`config.mk`:
```
export PLATFORM = sky130hd
export DESIGN_NAME = ysyx_25020042_gpr_sb
export DESIGN_NICKNAME = d
export VERILOG_FILES = /design/src/rtl/ysyx_25020042_pkg.sv /design/src/rtl/ysyx_25020042_gpr_entry.sv /design/src/rtl/ysyx_25020042_gpr_sb.sv
export SDC_FILE = /design/constraint.sdc
export NUM_CORES = 2
export LEC_CHECK = 0
export CELL_PAD_IN_SITES_DETAIL_PLACEMENT = 1
export CELL_PAD_IN_SITES_GLOBAL_PLACEMENT = 2
export CORE_MARGIN = 4
export CORE_UTILIZATION = 45
export DETAILED_ROUTE_END_ITERATION = 8
export PLACE_DENSITY = 0.95
export SLEW_MARGIN = 15
export SYNTH_ARGS = -nofsm -noshare
export SYNTH_HDL_FRONTEND = slang
export SYNTH_SLANG_ARGS = --single-unit
```
`constraint.sdc`:
```
create_clock -name clk -period 10.98 [get_ports clk]
set_input_delay 1.098 -clock clk [delete_from_list [all_inputs] [get_ports clk]]
set_output_delay 1.098 -clock clk [all_outputs]
set_load 0.05 [all_outputs]
```
`src/rtl/ysyx_25020042_pkg.sv`:
```
// Shared constants for the ysyx_25020042 register file and scoreboard.
// Writeback port identifiers and the value that storage takes on reset.
package ysyx_25020042_pkg;
  localparam int unsigned WB_ALU = 0;
  localparam int unsigned WB_LSU = 1;
  localparam logic RST_DATA_BIT = 1'b0;
endpackage

```
`src/rtl/ysyx_25020042_gpr_entry.sv`:
```
// One architectural register: data word plus its pending-write busy bit.
// busy_nxt is exported so the top level can keep a registered popcount in step.
module ysyx_25020042_gpr_entry
  import ysyx_25020042_pkg::*;
#(
  parameter int WIDTH = 32
) (
  input  logic             clk,
  input  logic             rst,
  input  logic             wr_en,
  input  logic [WIDTH-1:0] wr_data,
  input  logic             iss_set,
  input  logic             flush,
  output logic [WIDTH-1:0] data,
  output logic             busy,
  output logic             busy_nxt
);

  // Priority low to high: writeback clear, issue set, flush clear.
  always_comb begin
    busy_nxt = busy;
    if (wr_en)   busy_nxt = 1'b0;
    if (iss_set) busy_nxt = 1'b1;
    if (flush)   busy_nxt = 1'b0;
  end

  always_ff @(posedge clk or negedge rst) begin
    if (!rst) begin
      data <= {WIDTH{RST_DATA_BIT}};
      busy <= 1'b0;
    end else begin
      if (wr_en) data <= wr_data;
      busy <= busy_nxt;
    end
  end

endmodule

```
`src/rtl/ysyx_25020042_gpr_sb.sv`:
```
// General-purpose register file with per-register busy scoreboard.
// Two writeback ports (LSU wins on collision), NR_READ read ports, optional forwarding.
module ysyx_25020042_gpr_sb
  import ysyx_25020042_pkg::*;
#(
  parameter int REG_ADDR_LEN = 5,
  parameter int WIDTH        = 32,
  parameter int NR_READ      = 2,
  parameter int BYPASS       = 1
) (
  input  logic                            clk,
  input  logic                            rst,
  input  logic [NR_READ*REG_ADDR_LEN-1:0] rd_addr,
  output logic [NR_READ*WIDTH-1:0]        rd_data,
  output logic [NR_READ-1:0]              rd_busy,
  input  logic [1:0]                      wr_en,
  input  logic [2*REG_ADDR_LEN-1:0]       wr_addr,
  input  logic [2*WIDTH-1:0]              wr_data,
  input  logic                            iss_en,
  input  logic [REG_ADDR_LEN-1:0]         iss_rd,
  input  logic                            flush,
  output logic [REG_ADDR_LEN:0]           inflight
);

  localparam int NR_REGS = 2**REG_ADDR_LEN;

  logic [REG_ADDR_LEN-1:0] wa_alu, wa_lsu;
  logic [WIDTH-1:0]        wd_alu, wd_lsu;
  logic [WIDTH-1:0]        regs [NR_REGS];
  logic [NR_REGS-1:0]      busy, busy_nxt, hit_alu, hit_lsu;
  logic [REG_ADDR_LEN:0]   cnt_nxt;

  assign wa_alu = wr_addr[WB_ALU*REG_ADDR_LEN +: REG_ADDR_LEN];
  assign wa_lsu = wr_addr[WB_LSU*REG_ADDR_LEN +: REG_ADDR_LEN];
  assign wd_alu = wr_data[WB_ALU*WIDTH +: WIDTH];
  assign wd_lsu = wr_data[WB_LSU*WIDTH +: WIDTH];

  for (genvar i = 0; i < NR_REGS; i++) begin : g_reg
    if (i == 0) begin : g_zero
      // x0 has no storage; hit bits stay low so nothing forwards from it.
      assign regs[i]     = {WIDTH{RST_DATA_BIT}};
      assign busy[i]     = 1'b0;
      assign busy_nxt[i] = 1'b0;
      assign hit_alu[i]  = 1'b0;
      assign hit_lsu[i]  = 1'b0;
    end else begin : g_entry
      assign hit_alu[i] = wr_en[WB_ALU] && (wa_alu == REG_ADDR_LEN'(i));
      assign hit_lsu[i] = wr_en[WB_LSU] && (wa_lsu == REG_ADDR_LEN'(i));

      ysyx_25020042_gpr_entry #(.WIDTH(WIDTH)) u_entry (
        .clk      (clk),
        .rst      (rst),
        .wr_en    (hit_alu[i] | hit_lsu[i]),
        .wr_data  (hit_lsu[i] ? wd_lsu : wd_alu),
        .iss_set  (iss_en && (iss_rd == REG_ADDR_LEN'(i))),
        .flush    (flush),
        .data     (regs[i]),
        .busy     (busy[i]),
        .busy_nxt (busy_nxt[i])
      );
    end
  end

  // Forwarding is masked while in reset so reads stay zero regardless of writes.
  always_comb begin
    rd_data = '0;
    rd_busy = '0;
    for (int k = 0; k < NR_READ; k++) begin
      logic [REG_ADDR_LEN-1:0] a;
      a = rd_addr[k*REG_ADDR_LEN +: REG_ADDR_LEN];
      rd_data[k*WIDTH +: WIDTH] = regs[a];
      rd_busy[k]                = busy[a];
      if (BYPASS != 0 && rst) begin
        if (hit_lsu[a])      rd_data[k*WIDTH +: WIDTH] = wd_lsu;
        else if (hit_alu[a]) rd_data[k*WIDTH +: WIDTH] = wd_alu;
        if (hit_lsu[a] || hit_alu[a]) rd_busy[k] = 1'b0;
      end
    end
  end

  always_comb begin
    cnt_nxt = '0;
    for (int i = 0; i < NR_REGS; i++) cnt_nxt = cnt_nxt + (REG_ADDR_LEN+1)'(busy_nxt[i]);
  end

  always_ff @(posedge clk or negedge rst) begin
    if (!rst) inflight <= '0;
    else      inflight <= cnt_nxt;
  end

endmodule

```
# Yosys cells after proc, flatten, opt, wreduce, memory -nomap -nowiden

Index checks and enable logic that the tools add are counted.
W data, S select, Z words.

Add/subtract/negate cells: 30
Multiply operators: 0
Div/mod/pow operators: 0
Magnitude comparators: 4
Eq/ne operators: 93
Shift-type cells: 0
Multiplexer cells: 152
Bitwise operators: 33
Reductions and logical operators: 95

Operator list:

| operator             | count |
|---|---|
| $mux W32             | 41 |
| $bmux W32 S5         | 2 |
| $eq A5 B5 Y1 const B | 48 |
| $add A6 B1 Y6        | 25 |
| $eq A5 B4 Y1 const B | 24 |
| $mux W1              | 103 |
| $logic_and A1 B1 Y1  | 93 |
| $eq A5 B3 Y1 const B | 12 |
| $or A1 B1 Y1         | 31 |
| $bmux W1 S5          | 6 |
| $eq A5 B2 Y1 const B | 6 |
| $eq A5 B1 Y1 const B | 3 |
| $ge A6 B6 Y1 const B | 2 |
| $lt A5 B6 Y1 const B | 2 |
| $not A5 Y6           | 2 |
| $add A5 B1 Y6        | 1 |
| $add A4 B1 Y5        | 1 |
| $add A3 B1 Y4        | 1 |
| $add A2 B1 Y3        | 1 |
| $add A1 B1 Y2        | 1 |
| $logic_or A1 B1 Y1   | 2 |

Flip-flop bits (word level): 1029
Bits in latches: 0
Memory bits (writable): 0
Bits in read-only memories: 0
Bits of input ports: 95
Memories kept: 0

# Logic depth before layout (Yosys ltp)

Depth in word-level cells: 36
Depth in mapped cells: 24

# Modules after synthesis

Synthesis repeated with hierarchy kept, for this count alone.

Cell total of the unflattened synthesis: 6092
Area, all modules: 75839.0 sq um

By module, submodules not included:

| module                  | instances | cells each | area each (sq um) | seq. area each (sq um) |
|---|---|---|---|---|
| ysyx_25020042_gpr_entry | 31        | 72         | 1385.1            | 825.8 |
| ysyx_25020042_gpr_sb    | 1         | 3860       | 32901.6           | 150.1 |

# Worst setup path before layout

OpenSTA, ideal clock, no wires.

Path type: input-to-reg
Start point: input port wr_addr[1]
End point: register inflight[4]
Library setup time: 0.123 ns
Arrival: 6.521 ns
Setup slack: 4.337 ns
Cell stages on the path: 20
Path buffers: 2
Path through: buf_6 -> nor2b_1 -> nand3_1 -> nor2_1 -> buf_4 -> nand3b_1 -> a21oi_1 -> fa_1 -> inv_1 -> fa_1 -> fa_1 -> fa_1 -> fa_1 -> fa_1 -> fa_1 -> fa_1 -> inv_1 -> a21o_1 -> a21oi_1 -> xnor2_1

Elaborated cells on any way between the ends: 216
Those cells by class: add/sub (30); eq/ne (31); mux (93); bitwise (31); reduce/logical (31)

RTL lines:

| what                                         | line                          | RTL |
|---|---|---|
| start: declaration                           | ysyx_25020042_gpr_sb.sv:17    | `input logic [2*REG_ADDR_LEN-1:0] wr_addr,` |
| $eq A5 B5 Y1                                 | ysyx_25020042_gpr_sb.sv:47    | `assign hit_alu[i] = wr_en[WB_ALU] && (wa_alu == REG_ADDR_LEN'(i));` |
| $logic_and A1 B1 Y1                          | ysyx_25020042_gpr_sb.sv:47    |  |
| $or A1 B1 Y1                                 | ysyx_25020042_gpr_sb.sv:53    | `.wr_en (hit_alu[i] \| hit_lsu[i]),` |
| $mux W1                                      | ysyx_25020042_gpr_entry.sv:22 | `if (wr_en) busy_nxt = 1'b0;` |
| $mux W1                                      | ysyx_25020042_gpr_entry.sv:23 | `if (iss_set) busy_nxt = 1'b1;` |
| $mux W1                                      | ysyx_25020042_gpr_entry.sv:24 | `if (flush) busy_nxt = 1'b0;` |
| named net g_reg[26].g_entry.u_entry.busy_nxt | ysyx_25020042_gpr_entry.sv:16 | `output logic busy_nxt` |
| $add A6 B1 Y6 (6 in series)                  | ysyx_25020042_gpr_sb.sv:83    | `for (int i = 0; i < NR_REGS; i++) cnt_nxt = cnt_nxt + (REG_ADDR_LEN+1)'(busy_nxt[i]);` |
| named net cnt_nxt[4]                         | ysyx_25020042_gpr_sb.sv:31    | `logic [REG_ADDR_LEN:0] cnt_nxt;` |
| end signal: assignment                       | ysyx_25020042_gpr_sb.sv:88    | `else inflight <= cnt_nxt;` |
| end: declaration                             | ysyx_25020042_gpr_sb.sv:22    | `output logic [REG_ADDR_LEN:0] inflight` |

The timed path passes the listed nets, and every way through them passes these cells.
A chain may end at the register's enable or synchronous reset.

# Worst setup path after layout

Start point: input port wr_addr[3]
End point: register inflight[4]

Elaborated cells on any way between the ends: 216
Those cells by class: add/sub (30); eq/ne (31); mux (93); bitwise (31); reduce/logical (31)

RTL lines:

| what                                         | line |
|---|---|
| $eq A5 B5 Y1                                 | ysyx_25020042_gpr_sb.sv:47 |
| $logic_and A1 B1 Y1                          | ysyx_25020042_gpr_sb.sv:47 |
| $or A1 B1 Y1                                 | ysyx_25020042_gpr_sb.sv:53 |
| $mux W1                                      | ysyx_25020042_gpr_entry.sv:22 |
| $mux W1                                      | ysyx_25020042_gpr_entry.sv:23 |
| $mux W1                                      | ysyx_25020042_gpr_entry.sv:24 |
| named net g_reg[28].g_entry.u_entry.busy_nxt | ysyx_25020042_gpr_entry.sv:16 |
| $add A6 B1 Y6 (4 in series)                  | ysyx_25020042_gpr_sb.sv:83 |
| named net cnt_nxt[4]                         | ysyx_25020042_gpr_sb.sv:31 |

The timed path passes the listed nets, and every way through them passes these cells.

==> flow_summary.yaml <==
clock_network:
  postCtsHoldBufs: 0
  cts_tree: "yes"
  htreeDepth: 3
  cts_sinks: 1029
  cts_buffers: 116
  cts_root_buffer: "clkbuf_16"
  clk_pin_slew_ps: 70
  clock_path_buffers: 3
  cts_setup_buffers: 0
  insertion_delay_ps: 770
  cts_resized: 0
synth:
  ys_types: 74
  synth_most_common_cell: "mux2i_1"
  synth_warnings: 0
  yosysTopAreaCell: "dfrtp_1"
  synth_area_sq_um: 68000
  ys_async_sr_fraction: 1.00
  syn_nets: 7043
  syn-instance-count: 6918
  ys_ff_latch: 1029
  synth_top_area_frac: 0.379
  synth_area_leaders: "dfrtp_1, mux2i_1, mux4_2, a21oi_1, o21ai_0"
  ys_top_cells_by_count: "mux2i_1, dfrtp_1, nor2_1"
  avgSynthCellArea_sq_um: 9.83
  seq_area_frac_synth: 0.379
  synth_edf_count: 0
  synthFlopType: "dfrtp_1"
place:
  dp_slack_ps: 2260
  placed_area_sq_um: 70300
  place_hpwl_um: 160000
  gp_congestion: 0.883
  io_buffer_count: 166
critical_path:
  path_max_fanout: 33
  start_kind: "input pin"
  path_class: "in2reg"
  cp-end-kind: "flop"
  cp_data_arrival_time_ps: 8740
  crit_required_ps: 11620
drt:
  avgRoutedWirePerCell_um: 33.3
  viasPerCell: 6.94
  vias: 60000
  dr.pass1.iters: 5
  drc: 0
  wirelength_um: 288000
  antenna_left: 0
  drt_first_iter_violations: 7684
global_routing:
  grtUsageTotal: 0.359
  grt-ovfl-total: 0
  grt_pass1_vias: 62500
  grt_max_degree: 144
  antenna_found_initial: 17
  grt_pass1_wl_um: 424000
timing:
  setup_ws_ps: 2880
  hold_viol_final: 0
  tns_ps: 0
  fin_skew_ps: 13.0
  fin_crit_ps: 8100
  relSlewSlack: 0.156
  clock.fmax_mhz: 123
  rsz0062_at_grt: "no"
  slew_viol_final: 0
  timing.hold.ws_ps: 354
  fin_crit_sh: 0.738
  setup_viol: 0
  tightest_slew_ps: 1270
floorplanning:
  die_w_um: 397
  num_io_pins: 167
  die_h_um: 397
  placementRows: 142
  die_area_sq_um: 157000
  core_sq_um: 150000
  start_util: 0.453
power_and_ir_drop:
  power.leakage_uw: 0.0321
  peakVddDrop_mv: 0.132
  powerDensity_nw_per_um2: 181
cells_and_area:
  syn_to_final_growth_pct: 9.23
  stdcell_area_sq_um: 74200
  nets: 6657
  drive_gt1_frac: 0.113
flow_run:
  max_cap_viol_count: 0
status:
  outcome: "finished clean"
worst_hold_path:
  hold_class: "in2async"
placed cells by master (no fill, tap or decap), types with 41 or more instances in the layout:
| cell | synthesis | routed |
|---|---|---|
| mux2i_1 | 1600 | 1600 |
| dfrtp_1 | 1029 | 1029 |
| nor2_1 | 620 | 601 |
| nand2_1 | 619 | 590 |
| a21oi_1 | 527 | 527 |
| o21ai_0 | 503 | 503 |
| mux4_2 | 241 | 241 |
| buf_4 | 105 | 168 |
| clkdlybuf4s50_1 | 0 | 158 |
| a22oi_1 | 130 | 130 |
| clkbuf_16 | 0 | 117 |
| a221oi_1 | 97 | 97 |
| nand3_1 | 86 | 84 |
| inv_1 | 67 | 66 |
| o22ai_1 | 63 | 63 |
| o211ai_1 | 49 | 49 |
| nand4_1 | 41 | 41 |
final timing paths:
path	start	end	slack (ps)	cells past startpoint
max	wr_addr[3]	inflight[4]	2880	19
min	rst	g_reg[25].g_entry.u_entry.busy	350	1
max reg2reg	g_reg[26].g_entry.u_entry.busy	inflight[4]	5730	15
min reg2reg	g_reg[17].g_entry.u_entry.data[24]	g_reg[17].g_entry.u_entry.data[24]	600	2
max in group asynchronous	rst	g_reg[20].g_entry.u_entry.data[18]	7950	4
min in group clk	g_reg[17].g_entry.u_entry.data[24]	g_reg[17].g_entry.u_entry.data[24]	600	2
logic make-up (layout without fill, tap and decap cells):
group	after synthesis	count (layout)	synth area share
and+or+nand+nor	1509	1509	0.0934
adders and majority gates	30	30	0.00806
DFF	1029	1029	0.379
buffers and inverters	915	624	0.0598
other	0	3	0
xor gates and xnor gates	18	18	0.00254
AOI/OAI and AO/OA	1541	1541	0.136
muxes	1876	1876	0.321
state kept, by name, indices dropped and copies added (netlist names):
name,flops
g.g_entry.u_entry.data,992
g.g_entry.u_entry.busy,31
inflight,6
worst max-delay path, cell delays in order:
cell and delay [ps]:
clkdlybuf4s50_1 1060, nand2_1 680, nor4_4 350, buf_4 780, nand3b_1 200, a21oi_1 140
fa_1 540, inv_1 70, fa_1 560, fa_1 480, fa_1 550, fa_1 430
fa_1 480, fa_1 440, fa_1 480, inv_1 70, a21o_1 100, a21oi_1 70
xnor2_1 130
power by group:
group | internal, uW | switching [uW] | leakage [uW]
combinational | 1660 | 2000 | 0.0175
sequential | 4780 | 856 | 0.0126
clock | 2380 | 1750 | 0.00195
layout make-up:
type                       instances  area [sq um]
fill                           16500         75700
multi-input combinational       4974         38700
inverter                          69           264
clock buffer                     168          3420
timing repair buffer             342          3080
clock inverter                    45           529
sequential                      1029         25700
antenna                            3          7.51
tap                             2016          2520
metal layers:
layer	GRT usage	share of wire	wire length, um	vias to the layer above
met5	0	0.00023	67	-
met4	0.208	0.068	19600	10
met3	0.0996	0.11	32400	1114
met2	0.538	0.44	125000	3808
met1	0.468	0.38	110000	30800
li1	-	-	-	24200
stage by stage:
stage	cells	total power [uW]	utilization
floorplan	6918	7970	-
global placement	8429	8960	0.469
detailed placement	8430	9220	0.469
CTS	8643	13400	0.495
global route	8643	14000	0.495
finish	8646	13400	0.495
(Power assumes the default switching activity.)
